## src/rtl/trap_controller_pkg.sv

```systemverilog
// Shared types and constants for the pipeline-side trap controller:
// FSM states, the one-hot cause selector and the fixed priority order.
package trap_ctrl_pkg;

    typedef enum logic [1:0] {
        S_IDLE     = 2'd0,
        S_RAISE    = 2'd1,
        S_WAIT     = 2'd2,
        S_REDIRECT = 2'd3
    } state_t;

    typedef struct packed {
        logic ill;
        logic ecall;
        logic ebreak;
        logic st_mis;
        logic ld_mis;
        logic mret;
    } exc_sel_t;

    // Index 0 is the highest priority; mret always loses to any exception.
    localparam int PRIO_ILL    = 0;
    localparam int PRIO_ECALL  = 1;
    localparam int PRIO_EBREAK = 2;
    localparam int PRIO_ST_MIS = 3;
    localparam int PRIO_LD_MIS = 4;
    localparam int PRIO_MRET   = 5;
    localparam int NUM_SRC     = 6;

    function automatic logic [NUM_SRC-1:0] prio_pick(input logic [NUM_SRC-1:0] raw);
        logic [NUM_SRC-1:0] win;
        logic               found;
        win   = {NUM_SRC{1'b0}};
        found = 1'b0;
        for (int i = 0; i < NUM_SRC; i++) begin
            if (raw[i] && !found) begin
                win[i] = 1'b1;
                found  = 1'b1;
            end
        end
        return win;
    endfunction

endpackage

```

## src/rtl/trap_controller_if.sv

```systemverilog
// Signal bundle between the trap controller and its neighbours
// (execute stage, CSR unit, fetch unit).
interface trap_controller_if #(
    parameter int XLEN = 32
);
    logic            ex_valid;
    logic [XLEN-1:0] ex_pc;
    logic            ex_illegal;
    logic            ex_ecall;
    logic            ex_ebreak;
    logic            ex_ld_misalign;
    logic            ex_st_misalign;
    logic            ex_mret;

    logic            exc_ill;
    logic            exc_ecall;
    logic            exc_ebreak;
    logic            exc_ld_mis;
    logic            exc_st_mis;
    logic [XLEN-1:0] exc_pc;

    logic            trap_req;
    logic [XLEN-1:0] trap_vector;

    logic            stall;
    logic            flush;
    logic            redirect_valid;
    logic [XLEN-1:0] redirect_pc;
    logic            redirect_ready;
    logic            trap_timeout;
    logic            busy;

    modport slave (
        input  ex_valid, ex_pc, ex_illegal, ex_ecall, ex_ebreak,
               ex_ld_misalign, ex_st_misalign, ex_mret,
               trap_req, trap_vector, redirect_ready,
        output exc_ill, exc_ecall, exc_ebreak, exc_ld_mis, exc_st_mis, exc_pc,
               stall, flush, redirect_valid, redirect_pc, trap_timeout, busy
    );

    modport master (
        output ex_valid, ex_pc, ex_illegal, ex_ecall, ex_ebreak,
               ex_ld_misalign, ex_st_misalign, ex_mret,
               trap_req, trap_vector, redirect_ready,
        input  exc_ill, exc_ecall, exc_ebreak, exc_ld_mis, exc_st_mis, exc_pc,
               stall, flush, redirect_valid, redirect_pc, trap_timeout, busy
    );

endinterface

```

## src/rtl/trap_controller_priority_enc.sv

```systemverilog
// Combinational priority encoder: picks a single winning cause from the
// execute-stage event flags, qualified by the instruction valid.
module exc_priority_enc
    import trap_ctrl_pkg::*;
(
    input  logic     valid,
    input  logic     ill,
    input  logic     ecall,
    input  logic     ebreak,
    input  logic     ld_mis,
    input  logic     st_mis,
    input  logic     mret,
    output exc_sel_t sel,
    output logic     any_exc,
    output logic     is_mret
);

    logic [NUM_SRC-1:0] raw_s;
    logic [NUM_SRC-1:0] win_s;

    // Gather valid-qualified flags into priority order.
    always_comb begin
        raw_s              = {NUM_SRC{1'b0}};
        raw_s[PRIO_ILL]    = valid & ill;
        raw_s[PRIO_ECALL]  = valid & ecall;
        raw_s[PRIO_EBREAK] = valid & ebreak;
        raw_s[PRIO_ST_MIS] = valid & st_mis;
        raw_s[PRIO_LD_MIS] = valid & ld_mis;
        raw_s[PRIO_MRET]   = valid & mret;
    end

    assign win_s = prio_pick(raw_s);

    // Map the winning bit onto the cause struct and summary flags.
    always_comb begin
        sel.ill    = win_s[PRIO_ILL];
        sel.ecall  = win_s[PRIO_ECALL];
        sel.ebreak = win_s[PRIO_EBREAK];
        sel.st_mis = win_s[PRIO_ST_MIS];
        sel.ld_mis = win_s[PRIO_LD_MIS];
        sel.mret   = win_s[PRIO_MRET];
        any_exc    = |raw_s[PRIO_LD_MIS:PRIO_ILL];
        is_mret    = win_s[PRIO_MRET];
    end

endmodule

```

## src/rtl/trap_controller.sv

```systemverilog
// Pipeline-side trap controller: raises one exception strobe to the CSR unit,
// waits for its trap request, then stalls/flushes and redirects fetch.
module trap_controller
    import trap_ctrl_pkg::*;
#(
    parameter int XLEN    = 32,
    parameter int TIMEOUT = 8,
    parameter int TO_W    = $clog2(TIMEOUT + 1)
) (
    input logic          clk,
    input logic          reset,
    trap_controller_if.slave bus
);

    exc_sel_t        sel_s;
    logic            any_exc_s;
    logic            is_mret_s;
    logic            expire_s;
    logic            timeout_s;

    state_t          state_r;
    logic [TO_W-1:0] cnt_r;
    logic [XLEN-1:0] exc_pc_r;
    logic [XLEN-1:0] redirect_pc_r;
    logic            exc_ill_r;
    logic            exc_ecall_r;
    logic            exc_ebreak_r;
    logic            exc_ld_mis_r;
    logic            exc_st_mis_r;
    logic            stall_r;
    logic            flush_r;
    logic            redirect_valid_r;
    logic            busy_r;

    exc_priority_enc u_enc (
        .valid   (bus.ex_valid),
        .ill     (bus.ex_illegal),
        .ecall   (bus.ex_ecall),
        .ebreak  (bus.ex_ebreak),
        .ld_mis  (bus.ex_ld_misalign),
        .st_mis  (bus.ex_st_misalign),
        .mret    (bus.ex_mret),
        .sel     (sel_s),
        .any_exc (any_exc_s),
        .is_mret (is_mret_s)
    );

    assign expire_s = (cnt_r == TO_W'(TIMEOUT - 1));

    // A late trap_req on the expiry cycle wins, so the pulse is qualified by it.
    always_comb begin
        timeout_s = 1'b0;
        if ((state_r == S_WAIT) && !bus.trap_req && expire_s) begin
            timeout_s = 1'b1;
        end else begin
            timeout_s = 1'b0;
        end
    end

    // Trap sequencing FSM with its counter, latched PCs and registered outputs.
    always_ff @(posedge clk) begin
        if (reset) begin
            state_r          <= S_IDLE;
            cnt_r            <= {TO_W{1'b0}};
            exc_pc_r         <= {XLEN{1'b0}};
            redirect_pc_r    <= {XLEN{1'b0}};
            exc_ill_r        <= 1'b0;
            exc_ecall_r      <= 1'b0;
            exc_ebreak_r     <= 1'b0;
            exc_ld_mis_r     <= 1'b0;
            exc_st_mis_r     <= 1'b0;
            stall_r          <= 1'b0;
            flush_r          <= 1'b0;
            redirect_valid_r <= 1'b0;
            busy_r           <= 1'b0;
        end else begin
            exc_ill_r    <= 1'b0;
            exc_ecall_r  <= 1'b0;
            exc_ebreak_r <= 1'b0;
            exc_ld_mis_r <= 1'b0;
            exc_st_mis_r <= 1'b0;
            case (state_r)
                S_IDLE: begin
                    if (any_exc_s) begin
                        exc_ill_r    <= sel_s.ill;
                        exc_ecall_r  <= sel_s.ecall;
                        exc_ebreak_r <= sel_s.ebreak;
                        exc_ld_mis_r <= sel_s.ld_mis;
                        exc_st_mis_r <= sel_s.st_mis;
                        exc_pc_r     <= bus.ex_pc;
                        stall_r      <= 1'b1;
                        flush_r      <= 1'b1;
                        busy_r       <= 1'b1;
                        state_r      <= S_RAISE;
                    end else if (is_mret_s && sel_s.mret) begin
                        // MRET is handled entirely by the CSR unit; just wait for its redirect.
                        cnt_r   <= {TO_W{1'b0}};
                        stall_r <= 1'b1;
                        flush_r <= 1'b0;
                        busy_r  <= 1'b1;
                        state_r <= S_WAIT;
                    end else begin
                        stall_r          <= 1'b0;
                        flush_r          <= 1'b0;
                        redirect_valid_r <= 1'b0;
                        busy_r           <= 1'b0;
                        state_r          <= S_IDLE;
                    end
                end
                S_RAISE: begin
                    cnt_r   <= {TO_W{1'b0}};
                    stall_r <= 1'b1;
                    flush_r <= 1'b0;
                    state_r <= S_WAIT;
                end
                S_WAIT: begin
                    if (bus.trap_req) begin
                        redirect_pc_r    <= bus.trap_vector;
                        flush_r          <= 1'b1;
                        redirect_valid_r <= 1'b1;
                        state_r          <= S_REDIRECT;
                    end else if (expire_s) begin
                        stall_r <= 1'b0;
                        flush_r <= 1'b0;
                        busy_r  <= 1'b0;
                        state_r <= S_IDLE;
                    end else begin
                        cnt_r   <= (cnt_r == {TO_W{1'b1}}) ? cnt_r : cnt_r + TO_W'(1);
                        state_r <= S_WAIT;
                    end
                end
                S_REDIRECT: begin
                    if (bus.redirect_ready) begin
                        stall_r          <= 1'b0;
                        flush_r          <= 1'b0;
                        redirect_valid_r <= 1'b0;
                        busy_r           <= 1'b0;
                        state_r          <= S_IDLE;
                    end else begin
                        state_r <= S_REDIRECT;
                    end
                end
                default: begin
                    stall_r          <= 1'b0;
                    flush_r          <= 1'b0;
                    redirect_valid_r <= 1'b0;
                    busy_r           <= 1'b0;
                    state_r          <= S_IDLE;
                end
            endcase
        end
    end

    assign bus.exc_ill        = exc_ill_r;
    assign bus.exc_ecall      = exc_ecall_r;
    assign bus.exc_ebreak     = exc_ebreak_r;
    assign bus.exc_ld_mis     = exc_ld_mis_r;
    assign bus.exc_st_mis     = exc_st_mis_r;
    assign bus.exc_pc         = exc_pc_r;
    assign bus.stall          = stall_r;
    assign bus.flush          = flush_r;
    assign bus.redirect_valid = redirect_valid_r;
    assign bus.redirect_pc    = redirect_pc_r;
    assign bus.trap_timeout   = timeout_s;
    assign bus.busy           = busy_r;

endmodule

```

## src/flat_wrapper.sv

```systemverilog
// flat-port wrapper written by rule: the top's interface ports become plain ports
module trap_controller_flat import trap_ctrl_pkg::*;
#(
    parameter int XLEN    = 32,
    parameter int TIMEOUT = 8,
    parameter int TO_W    = $clog2(TIMEOUT + 1)
)
  (clk, reset, bus_ex_valid, bus_ex_pc, bus_ex_illegal, bus_ex_ecall, bus_ex_ebreak, bus_ex_ld_misalign, bus_ex_st_misalign, bus_ex_mret, bus_trap_req, bus_trap_vector, bus_redirect_ready, bus_exc_ill, bus_exc_ecall, bus_exc_ebreak, bus_exc_ld_mis, bus_exc_st_mis, bus_exc_pc, bus_stall, bus_flush, bus_redirect_valid, bus_redirect_pc, bus_trap_timeout, bus_busy);
  trap_controller_if #(.XLEN(XLEN)) bus_i ();
  input logic clk;
  input logic reset;
  input wire logic [$bits(bus_i.ex_valid)-1:0] bus_ex_valid;
  input wire logic [$bits(bus_i.ex_pc)-1:0] bus_ex_pc;
  input wire logic [$bits(bus_i.ex_illegal)-1:0] bus_ex_illegal;
  input wire logic [$bits(bus_i.ex_ecall)-1:0] bus_ex_ecall;
  input wire logic [$bits(bus_i.ex_ebreak)-1:0] bus_ex_ebreak;
  input wire logic [$bits(bus_i.ex_ld_misalign)-1:0] bus_ex_ld_misalign;
  input wire logic [$bits(bus_i.ex_st_misalign)-1:0] bus_ex_st_misalign;
  input wire logic [$bits(bus_i.ex_mret)-1:0] bus_ex_mret;
  input wire logic [$bits(bus_i.trap_req)-1:0] bus_trap_req;
  input wire logic [$bits(bus_i.trap_vector)-1:0] bus_trap_vector;
  input wire logic [$bits(bus_i.redirect_ready)-1:0] bus_redirect_ready;
  output wire logic [$bits(bus_i.exc_ill)-1:0] bus_exc_ill;
  output wire logic [$bits(bus_i.exc_ecall)-1:0] bus_exc_ecall;
  output wire logic [$bits(bus_i.exc_ebreak)-1:0] bus_exc_ebreak;
  output wire logic [$bits(bus_i.exc_ld_mis)-1:0] bus_exc_ld_mis;
  output wire logic [$bits(bus_i.exc_st_mis)-1:0] bus_exc_st_mis;
  output wire logic [$bits(bus_i.exc_pc)-1:0] bus_exc_pc;
  output wire logic [$bits(bus_i.stall)-1:0] bus_stall;
  output wire logic [$bits(bus_i.flush)-1:0] bus_flush;
  output wire logic [$bits(bus_i.redirect_valid)-1:0] bus_redirect_valid;
  output wire logic [$bits(bus_i.redirect_pc)-1:0] bus_redirect_pc;
  output wire logic [$bits(bus_i.trap_timeout)-1:0] bus_trap_timeout;
  output wire logic [$bits(bus_i.busy)-1:0] bus_busy;
  assign bus_i.ex_valid = bus_ex_valid;
  assign bus_i.ex_pc = bus_ex_pc;
  assign bus_i.ex_illegal = bus_ex_illegal;
  assign bus_i.ex_ecall = bus_ex_ecall;
  assign bus_i.ex_ebreak = bus_ex_ebreak;
  assign bus_i.ex_ld_misalign = bus_ex_ld_misalign;
  assign bus_i.ex_st_misalign = bus_ex_st_misalign;
  assign bus_i.ex_mret = bus_ex_mret;
  assign bus_i.trap_req = bus_trap_req;
  assign bus_i.trap_vector = bus_trap_vector;
  assign bus_i.redirect_ready = bus_redirect_ready;
  assign bus_exc_ill = bus_i.exc_ill;
  assign bus_exc_ecall = bus_i.exc_ecall;
  assign bus_exc_ebreak = bus_i.exc_ebreak;
  assign bus_exc_ld_mis = bus_i.exc_ld_mis;
  assign bus_exc_st_mis = bus_i.exc_st_mis;
  assign bus_exc_pc = bus_i.exc_pc;
  assign bus_stall = bus_i.stall;
  assign bus_flush = bus_i.flush;
  assign bus_redirect_valid = bus_i.redirect_valid;
  assign bus_redirect_pc = bus_i.redirect_pc;
  assign bus_trap_timeout = bus_i.trap_timeout;
  assign bus_busy = bus_i.busy;
  trap_controller #(.XLEN(XLEN), .TIMEOUT(TIMEOUT), .TO_W(TO_W)) u_core (.clk(clk), .reset(reset), .bus(bus_i));
endmodule
```

## config.mk

```make
export PLATFORM = sky130hd
export DESIGN_NAME = trap_controller_flat
export DESIGN_NICKNAME = d
export VERILOG_FILES = /design/src/rtl/trap_controller_pkg.sv /design/src/rtl/trap_controller_if.sv /design/src/rtl/trap_controller_priority_enc.sv /design/src/rtl/trap_controller.sv /design/src/flat_wrapper.sv
export SDC_FILE = /design/constraint.sdc
export NUM_CORES = 1
export LEC_CHECK = 0
export BUFFER_PORTS_ARGS = -buffer_cell sky130_fd_sc_hd__buf_2
export CAP_MARGIN = 0
export CORE_MARGIN = 1.5
export CORE_UTILIZATION = 41
export DETAILED_ROUTE_END_ITERATION = 8
export PLACE_DENSITY_LB_ADDON = 0.25
export SYNTH_ARGS = -nofsm -noshare
export SYNTH_HDL_FRONTEND = slang
export SYNTH_HIERARCHICAL = 1
export SYNTH_SLANG_ARGS = --single-unit
```

## constraint.sdc

```tcl
create_clock -name clk -period 1.85 [get_ports clk]
set_input_delay 0.185 -clock clk [delete_from_list [all_inputs] [get_ports clk]]
set_output_delay 0.185 -clock clk [all_outputs]
set_load 0.01 [all_outputs]
```

==> impl_metrics.env, run 1 <==
export IMPL_cts_buffers=9
export IMPL_power_density_nw_per_um2=860.0
export IMPL_end_kind="output port"
export IMPL_grtUsageMet2=0.2873
export IMPL_ctsHoldBuffers=0
export IMPL_wl_per_cell_microns=11.94
export IMPL_crit_path_start="u_core/state_r[0]"
export IMPL_syn_nets=405
export IMPL_drv_cap=0
export IMPL_hold_viol_final=0
export IMPL_via_per_inst=4.688
export IMPL_grtUsageMet1=0.2022
export IMPL_diodes=0
export IMPL_hold_path_class="input port to register"
export IMPL_root_buffer="clkbuf_8"
export IMPL_period_needed_ns=1.711
export IMPL_dieWidth_microns=88.24
export IMPL_totalPowerFinal_mw=3.433
export IMPL_tightestPinTransition_ns=0.5067
export IMPL_min_delay_path_depth=3
export IMPL_crit_family="simple AND/OR/NAND/NOR gates"
export IMPL_coreArea_sq_um=6907
export IMPL_drc=0
export IMPL_crit_arrival_ns=1.53
export IMPL_synthToLayoutAreaGrowth_pct=33.98
export IMPL_crit_chain="or3b_4 -> nor3_1 -> buf_2"
export IMPL_max_stage_delay_ns=0.45
export IMPL_clock_path_buffers=2
export IMPL_slew_headroom=0.6622
export IMPL_grt_total_usage=0.1708
export IMPL_placedInstanceArea_sq_um=3826
export IMPL_fmax_ghz=0.5845
export IMPL_cp_required_ns=1.66
export IMPL_first_iter_violations=89
export IMPL_antenna_found_initial=0
export IMPL_cts_tree="done"
export IMPL_fp_row_count=30
export IMPL_clock_latency_ns=0.34
export IMPL_cts_sinks=79
export IMPL_die_h_microns=88.24
export IMPL_ys_ff_latch=79
export IMPL_reg2reg_from="u_core/state_r[0]"
export IMPL_synthTopCellsByArea="dfxtp_1 (53%), mux2i_1 (11%), nand2_1 (8.9%)"
export IMPL_seq_area_frac_synth=0.5309
export IMPL_hpwl_microns=4947
export IMPL_dieArea_sq_um=7786
export IMPL_ir_worst_vdd_uv=457.8
export IMPL_overflow=0
export IMPL_grt_pass1_wl_microns=10520
export IMPL_yosys_area_top_type="dfxtp_1"
export IMPL_yosys_top_cells_count="dfxtp_1 (79), nand2_1 (71), a21oi_1 (36)"
export IMPL_ys_types=40
export IMPL_netlist_area_sq_um=2979
export IMPL_ys_flop_type="dfxtp_1"
export IMPL_start_util=0.4313
export IMPL_busiest_layer="met2"
export IMPL_use_met3=0.05597
export IMPL_yosysMostFrequentCell="dfxtp_1"
export IMPL_syn_area_per_cell_sq_um=9.055
export IMPL_yosysWarningCount=6
export IMPL_grt_max_degree=34
export IMPL_nNetsFinal=549
export IMPL_synth_top_area_frac=0.5309
export IMPL_synth_edff_count=0
export IMPL_drive_above_1_share=0.3690
export IMPL_finalWirelength_microns=6843
export IMPL_worst_setup_path_type="register to output port"
export IMPL_port_buffers=148
export IMPL_critPathMaxFanout=15
export IMPL_cts_setup_buffers=0
export IMPL_netlist_instances=329
export IMPL_setup_violations_final=0
export IMPL_vias=2686
export IMPL_io_pins=149
export IMPL_post_route_util=0.5779
export IMPL_worst_path_stages=3
export IMPL_min_from="bus_ex_pc[28]"
export IMPL_gp_congestion=0.7850
export IMPL_drv_slew=0
export IMPL_grt_pass1_vias=2449
export IMPL_worst_path_buf_inv=1
export IMPL_finClkSkew_ns=0.005953
export IMPL_crit_path_start_kind="register"
export IMPL_fin_tns_setup_ns=0
export IMPL_reg2reg_depth=3
export IMPL_drtPass1Iterations=4
export IMPL_outcome="completed"
export IMPL_p_leak_nw=1.877
export IMPL_fin_area_sq_um=3991
export IMPL_period_share=0.9248
export IMPL_slowest_stage="or3b_4"
export IMPL_hold_worst_slack_ns=0.07852
export IMPL_synthArstFlopShare=0
export IMPL_h_tree_depth=3
export IMPL_rsz0062_at_grt="false"
export IMPL_ant_nets=0
export IMPL_path_clk_slew_ns=0.08
## cells in the final DEF, fill, tap and decap left out, types with 2 or more instances in the layout
cell and count:
buf_2 148, dfxtp_1 78, nand2_1 71, a21oi_1 36, nor2_1 35, mux2i_1 32
clkbuf_8 10, and2_1 8, buf_4 5, nand3_1 4, clkinv_2 3, nor2b_1 3
o211ai_1 3, a31oi_1 3, nand2b_1 3, nand4bb_1 2, inv_1 2, and3b_1 2
buf_12 2
## worst paths after layout
| kind | endpoint | slack [ns] |
|---|---|---|
| setup reg to reg | u_core/cnt_r[0] | 0.38 |
| hold reg to reg | u_core/bus.redirect_pc[9] | 0.45 |
| setup / recovery | bus_trap_timeout | 0.14 |
| hold / removal | u_core/bus.exc_pc[28] | 0.08 |
## through the flow
| step | worst slack, ns | instances |
|---|---|---|
| after floorplan | 0.3794 | 329 |
| final | 0.1391 | 573 |
| after CTS | 0.02088 | 573 |
| after global routing | 0.03760 | 573 |
| after detailed placement | 0.01385 | 558 |
| after global placement | 0.1264 | 558 |
## final cells by class
cell class	count	area, sq um
inverter	2	7.507
clock inverter	4	22.52
sequential	79	1583
multi-input combinational	226	1299
tap	96	120.1
clock buffer	11	141.4
fill	667	2915
timing repair buffer	155	818.3
## power breakdown
group	internal [mW]	leakage, nW	total, mW	switching, mW
Combinational	0.243	1.15	0.501	0.258
Sequential	1.79	0.644	1.84	0.0510
Clock	0.510	0.0850	1.09	0.582
Total	2.54	1.88	3.43	0.890
## cell families (layout without fill, tap and decap cells)
group                      after synthesis  in the layout  synth area share
AOI/OAI and AO/OA                       52             52            0.1012
buffers and inverters                   24            172           0.03486
adders and majority gates                1              1          0.004199
and+or+nand+nor                        140            140            0.2176
muxes                                   33             33            0.1113
DFF                                     79             79            0.5309
## registers in the layout (all words and copies together) (netlist names)
name	count
u_core/bus.busy	1
u_core/bus.exc_ebreak	1
u_core/bus.exc_ecall	1
u_core/bus.exc_ill	1
u_core/bus.exc_ld_mis	1
u_core/bus.exc_pc	32
u_core/bus.exc_st_mis	1
u_core/bus.flush	1
u_core/bus.redirect_pc	32
u_core/bus.redirect_valid	1
u_core/bus.stall	1
u_core/cnt_r	4
u_core/state_r	2
## tightest hold or removal path, stage by stage
cell     delay [ns]
buf_2          0.08
mux2i_1        0.05
nor2_1         0.07
## layer usage
layer	vias to the layer above	wire (microns)	part of all wire
li1	1385	-	-
met4	0	68	0.0099
met3	8	602	0.088
met1	1183	2952	0.43
met2	110	3219	0.47
met5	-	0	0
## repair_timing
action                     4_1_cts  5_1_grt
hold endpoints to repair         0        0
setup endpoints to repair        0        1
gates resized for setup          0        1
No activity file was read; power rests on OpenSTA's default activity.
==> inputs of run 2 (changes only) <==
--- a/config.mk
+++ b/config.mk
@@ -5,6 +5,7 @@
 export SDC_FILE = /design/constraint.sdc
 export NUM_CORES = 1
 export LEC_CHECK = 0
+export ABC_AREA = 1
 export BUFFER_PORTS_ARGS = -buffer_cell sky130_fd_sc_hd__buf_2
 export CAP_MARGIN = 0
 export CORE_MARGIN = 1.5
==> impl_metrics.env, run 2 <==
export IMPL_multiInputGateArea_sq_um=1256
export IMPL_n_fill_cell=739
export IMPL_rsz0062_at_grt="false"
export IMPL_grt_pass1_vias=2654
export IMPL_dieArea_sq_um=8011
export IMPL_crit_path_start_kind="register"
export IMPL_cp_required_ns=2.13
export IMPL_finalWirelength_microns=7256
export IMPL_drv_cap=0
export IMPL_final_cell_mix="buf_2 (148), nor2_1 (90), dfxtp_1 (79)"
export IMPL_drive_above_1_share=0.3406
export IMPL_fp_row_count=31
export IMPL_synthToLayoutAreaGrowth_pct=32.38
export IMPL_gp_congestion=0.8031
export IMPL_fmax_ghz=0.6333
export IMPL_syn_area_per_cell_sq_um=7.557
export IMPL_drc=0
export IMPL_seq_area_sq_um=1582
export IMPL_grt_max_degree=40
export IMPL_cts_resized=0
export IMPL_fin_tns_setup_ns=0
export IMPL_synth_compound_area_frac=0.1248
export IMPL_start_util=0.4230
export IMPL_synthMuxAreaShare=0
export IMPL_synth_fa_ha_area_frac=0.004078
export IMPL_port_buffers=148
export IMPL_yosysMostFrequentCell="nor2_1"
export IMPL_slowest_stage="inv_2"
export IMPL_max_stage_delay_ns=0.45
export IMPL_cts_sinks=79
export IMPL_slew_headroom=0.6249
export IMPL_period_needed_ns=1.579
export IMPL_outcome="completed"
export IMPL_drv_slew=0
export IMPL_finClkSkew_ns=0.005523
export IMPL_cts_tree="done"
export IMPL_crit_arrival_ns=1.86
export IMPL_yosysWarningCount=6
export IMPL_ys_ff_latch=79
export IMPL_synth_top_family_by_area="simple AND/OR/NAND/NOR gates"
export IMPL_grt_total_usage=0.1773
export IMPL_root_buffer="clkbuf_8"
export IMPL_wl_per_cell_microns=11.20
export IMPL_nNetsFinal=620
export IMPL_tightestPinTransition_ns=0.5618
export IMPL_antenna_found_initial=0
export IMPL_synth_top_area_frac=0.5155
export IMPL_netlist_instances=406
export IMPL_via_per_inst=4.694
export IMPL_end_kind="register"
export IMPL_syn_nets=482
export IMPL_hpwl_microns=5131
export IMPL_coreArea_sq_um=7253
export IMPL_cts_setup_buffers=0
export IMPL_crit_family="simple AND/OR/NAND/NOR gates"
export IMPL_crit_chain="nor2_2 -> nand2_2 -> inv_2 -> nand2_1 -> nor2_1"
export IMPL_first_iter_violations=55
export IMPL_dieWidth_microns=89.51
export IMPL_netlist_area_sq_um=3068
export IMPL_clock_latency_ns=0.34
export IMPL_diodes=0
export IMPL_seq_area_frac_synth=0.5155
export IMPL_overflow=0
export IMPL_synth_xor_area_share=0
export IMPL_worst_setup_path_type="register to register"
export IMPL_setup_violations_final=0
export IMPL_ctsHoldBuffers=0
export IMPL_io_pins=149
export IMPL_grt_pass1_wl_microns=11110
export IMPL_synthTopCellsByArea="dfxtp_1 (52%), nor2_1 (11%), nand2_1 (7.2%)"
export IMPL_power_density_nw_per_um2=1145
export IMPL_h_tree_depth=3
export IMPL_cts_buffers=9
export IMPL_period_share=0.8536
export IMPL_synth_edff_count=0
export IMPL_die_h_microns=89.51
export IMPL_hold_path_class="input port to register"
export IMPL_vias=3042
export IMPL_hold_viol_final=0
export IMPL_critPathMaxFanout=34
export IMPL_path_clk_slew_ns=0.08
export IMPL_ys_flop_type="dfxtp_1"
export IMPL_synthArstFlopShare=0
export IMPL_ir_worst_vdd_uv=486.6
export IMPL_clock_path_buffers=2
export IMPL_yosys_area_share_simple=0.2806
export IMPL_mostFrequentLayoutCell="buf_2"
export IMPL_hold_worst_slack_ns=0.08346
export IMPL_worst_path_buf_inv=1
export IMPL_p_leak_nw=1.976
export IMPL_ys_types=24
export IMPL_drtPass1Iterations=4
export IMPL_yosys_area_top_type="dfxtp_1"
export IMPL_yosys_top_cells_count="nor2_1 (90), dfxtp_1 (79), nand2_1 (59)"
export IMPL_ant_nets=0
[run 2: kinds of logic (layout without fill, tap and decap cells)]
kind of cell | Yosys count | in the layout
compound gates | 75 | 75
flops | 79 | 79
buf+inv | 50 | 193
simple gates | 201 | 201
fa+ha+maj | 1 | 1
[run 2: worst min-delay path, delay by kind of cell]
family	cells	cell delay, ns
AO/OA/AOI/OAI	1	0.06
buffers and inverters	1	0.08
AND/OR/NAND/NOR	1	0.07
[run 2: final cells by class]
type,instances,share of cell area
Tap cell,99,0.03050
Clock buffer,9,0.03050
Inverter,24,0.02218
Sequential cell,79,0.3894
Multi-Input combinational cell,277,0.3093
Timing Repair Buffer,153,0.1947
Clock inverter,7,0.02341
[run 2: path summary, 6_finish.rpt]
| check | from | endpoint | slack [ns] | cells after the start |
|---|---|---|---|---|
| setup reg to reg | u_core/state_r[1] | u_core/bus.exc_ebreak | 0.27 | 5 |
| hold reg to reg | u_core/bus.redirect_pc[29] | u_core/bus.redirect_pc[29] | 0.46 | 2 |
| setup / recovery | u_core/state_r[1] | u_core/bus.exc_ebreak | 0.27 | 5 |
| hold / removal | bus_ex_pc[1] | u_core/bus.exc_pc[1] | 0.08 | 3 |
[run 2: per-layer routing]
metal / wire, microns / part of all wire / up-vias / GRT usage
met4: 65 / 0.0090 / 0 / 0.07552
met2: 3471 / 0.48 / 109 / 0.3110
met1: 3077 / 0.42 / 1341 / 0.1957
met5: 0 / 0 / - / 0
met3: 641 / 0.088 / 6 / 0.05910
li1: - / - / 1586 / -
[run 2: power breakdown]
group | internal, mW | switching (mW) | total (mW) | leakage [nW]
Clock | 0.765 | 0.643 | 1.41 | 0.110
Sequential | 1.94 | 0.130 | 2.07 | 0.648
Combinational | 0.453 | 0.719 | 1.17 | 1.22
[run 2: metrics by stage]
stage	cell area (sq um)	total power, mW	setup slack, ns	util	instances
floorplan	3068	2.891	0.5291	-	406
global placement	3842	3.269	0.2674	0.5298	632
detailed placement	3842	3.299	0.1814	0.5298	632
CTS	4061	4.727	0.2285	0.5599	648
global route	4061	4.966	0.1051	0.5599	648
finish	4061	4.650	0.2709	0.5599	648
==> inputs of run 3 (changes only) <==
--- a/config.mk
+++ b/config.mk
@@ -14,5 +14,4 @@
 export PLACE_DENSITY_LB_ADDON = 0.25
 export SYNTH_ARGS = -nofsm -noshare
 export SYNTH_HDL_FRONTEND = slang
-export SYNTH_HIERARCHICAL = 1
 export SYNTH_SLANG_ARGS = --single-unit
==> impl_metrics.env, run 3 <==
export IMPL_die_h_microns=89.59
export IMPL_fin_area_sq_um=4033
export IMPL_port_buffers=148
export IMPL_clkPwrFrac=0.310
export IMPL_hold_path_class="input port to register"
export IMPL_cp_required_ns=1.66
export IMPL_start_util=0.4238
export IMPL_synthArstFlopShare=0
export IMPL_reg2reg_from="u_core.state_r[1]"
export IMPL_power_share_switching=0.3010
export IMPL_outcome="completed"
export IMPL_post_route_util=0.5560
export IMPL_seq_area_frac_synth=0.5144
export IMPL_yosysWarningCount=0
export IMPL_min_from="bus_ex_pc[28]"
export IMPL_grt_max_degree=36
export IMPL_worst_setup_path_type="register to output port"
export IMPL_wl_per_cell_microns=11.14
export IMPL_yosysMostFrequentCell="nand2_1"
export IMPL_syn_nets=462
export IMPL_cts_tree="done"
export IMPL_r2r_end="u_core.bus.redirect_pc[25]"
export IMPL_finalWirelength_microns=7051
export IMPL_n_fill_cell=705
export IMPL_drive_above_1_share=0.3951
export IMPL_first_iter_violations=82
export IMPL_h_tree_depth=3
export IMPL_p_leak_nw=2.047
export IMPL_placedInstanceArea_sq_um=3834
export IMPL_drv_slew=0
export IMPL_path_clk_slew_ns=0.08
export IMPL_mostFrequentLayoutCell="buf_2"
export IMPL_cts_setup_buffers=0
export IMPL_grt_pass1_wl_microns=11320
export IMPL_netlist_area_sq_um=3074
export IMPL_comb_power_share=0.210
export IMPL_holdPathEnd="u_core.bus.exc_pc[28]"
export IMPL_period_share=0.8453
export IMPL_via_per_inst=4.581
export IMPL_dieWidth_microns=89.59
export IMPL_synth_top_area_frac=0.5144
export IMPL_critPathMaxFanout=4
export IMPL_hold_viol_final=0
export IMPL_p_int_mw=2.867
export IMPL_slew_headroom=0.6591
export IMPL_diodes=0
export IMPL_seq_power_share=0.479
export IMPL_fin_tns_setup_ns=0
export IMPL_synthTopCellsByArea="dfxtp_1 (51%), nand2_1 (15%), nand3_1 (7.3%)"
export IMPL_end_kind="output port"
export IMPL_ir_worst_vdd_uv=480.6
export IMPL_fmax_ghz=0.6395
export IMPL_fp_row_count=31
export IMPL_finClkSkew_ns=0.008950
export IMPL_ant_nets=0
export IMPL_min_delay_path_depth=3
export IMPL_power_density_nw_per_um2=1017
export IMPL_ctsHoldBuffers=0
export IMPL_crit_arrival_ns=1.38
export IMPL_drc=0
export IMPL_ys_flop_type="dfxtp_1"
export IMPL_root_buffer="clkbuf_8"
export IMPL_cts_buffers=9
export IMPL_max_stage_delay_ns=0.38
export IMPL_switchingPower_mw=1.234
export IMPL_crit_path_start_kind="register"
export IMPL_reg2reg_depth=6
export IMPL_antenna_found_initial=0
export IMPL_slowest_stage="dfxtp_1"
export IMPL_setup_violations_final=0
export IMPL_drtPass1Iterations=4
export IMPL_cts_resized=0
export IMPL_grt_total_usage=0.1778
export IMPL_nNetsFinal=605
export IMPL_final_cell_mix="buf_2 (148), nand2_1 (122), dfxtp_1 (79)"
export IMPL_yosys_area_top_type="dfxtp_1"
export IMPL_netlist_instances=386
export IMPL_yosys_top_cells_count="nand2_1 (122), dfxtp_1 (79), nand3_1 (45)"
export IMPL_synthToLayoutAreaGrowth_pct=31.18
export IMPL_period_needed_ns=1.564
export IMPL_r2r_setup_slack_ns=0.39
export IMPL_vias=2900
export IMPL_coreArea_sq_um=7253
export IMPL_dieArea_sq_um=8026
export IMPL_crit_chain="ha_1 -> nand3_1 -> nor3_1 -> buf_2"
export IMPL_overflow=0
export IMPL_synth_edff_count=0
export IMPL_tightestPinTransition_ns=0.5106
export IMPL_io_pins=149
export IMPL_cts_sinks=79
export IMPL_ys_types=26
export IMPL_gp_congestion=0.9119
export IMPL_totalPowerFinal_mw=4.101
export IMPL_syn_area_per_cell_sq_um=7.964
export IMPL_clock_latency_ns=0.34
export IMPL_hpwl_microns=5035
export IMPL_clock_path_buffers=2
export IMPL_drv_cap=0
export IMPL_ys_ff_latch=79
export IMPL_rsz0062_at_grt="false"
export IMPL_grt_pass1_vias=2666
-- run 3: cell families (layout without fill, tap and decap cells) --
| kind of cell | after synthesis | count (layout) | share of synthesized area |
|---|---|---|---|
| compound gates | 42 | 42 | 0.06960 |
| flops | 79 | 79 | 0.5144 |
| xor+xnor | 1 | 1 | 0.002850 |
| simple gates | 225 | 225 | 0.3378 |
| buf+inv | 38 | 186 | 0.07123 |
| fa+ha+maj | 1 | 1 | 0.004069 |
-- run 3: metal layers --
metal | track usage | part of all wire
met1 | 0.2000 | 0.45
met2 | 0.3161 | 0.46
met3 | 0.04845 | 0.076
met4 | 0.07413 | 0.016
met5 | 0 | 0
-- run 3: metrics by stage --
| step | setup slack [ns] | std cells | hold WS (ns) |
|---|---|---|---|
| 5_1_grt | 0.1385 | 633 | 0.01822 |
| 4_1_cts | 0.2775 | 633 | 0.01473 |
| 3_5_place_dp | 0.3850 | 617 | 0.3825 |
| 6_report | 0.2862 | 633 | 0.02914 |
| 2_1_floorplan | 0.6668 | 386 | 0.2620 |
| 3_3_place_gp | 0.4201 | 617 | 0.3726 |
-- run 3: cell type report --
cell class | instances | area, sq um | area share
clock buffers | 11 | 141.4 | 0.03506
multi-input cells | 269 | 1274 | 0.3159
repair buffers | 153 | 790.8 | 0.1961
well taps | 99 | 123.9 | 0.03072
clock inverters | 5 | 57.56 | 0.01427
inverters | 17 | 63.81 | 0.01582
flip-flops and latches | 79 | 1582 | 0.3922
-- run 3: power groups by stage --
stage | registers, mW | clock network, mW | logic (mW)
after global placement | 2.00 | 0 | 0.861
after global routing | 1.99 | 1.39 | 0.983
after CTS | 1.97 | 1.32 | 0.875
final | 1.97 | 1.27 | 0.862
after floorplan | 2.07 | 0 | 0.509
after detailed placement | 2.01 | 0 | 0.873
-- run 3: critical path: cells and delay by family (launching register included) --
kind                       cells  cell delay, ns
buffers and inverters          1            0.18
DFF                            1            0.38
and+or+nand+nor                2            0.29
adders and majority gates      1            0.20
-- run 3: how the worst max path moves through the flow --
stage | depth (start not counted) | slack (ns) | from | to
after floorplan | 8 | 0.67 | u_core.cnt_r[0] | u_core.cnt_r[0]
after global placement | 9 | 0.42 | bus_ex_valid | u_core.bus.exc_pc[5]
after detailed placement | 6 | 0.39 | u_core.state_r[1] | u_core.bus.redirect_pc[25]
after CTS | 4 | 0.28 | u_core.cnt_r[0] | bus_trap_timeout
after global routing | 6 | 0.14 | u_core.state_r[1] | u_core.bus.redirect_pc[25]
final | 4 | 0.29 | u_core.cnt_r[0] | bus_trap_timeout
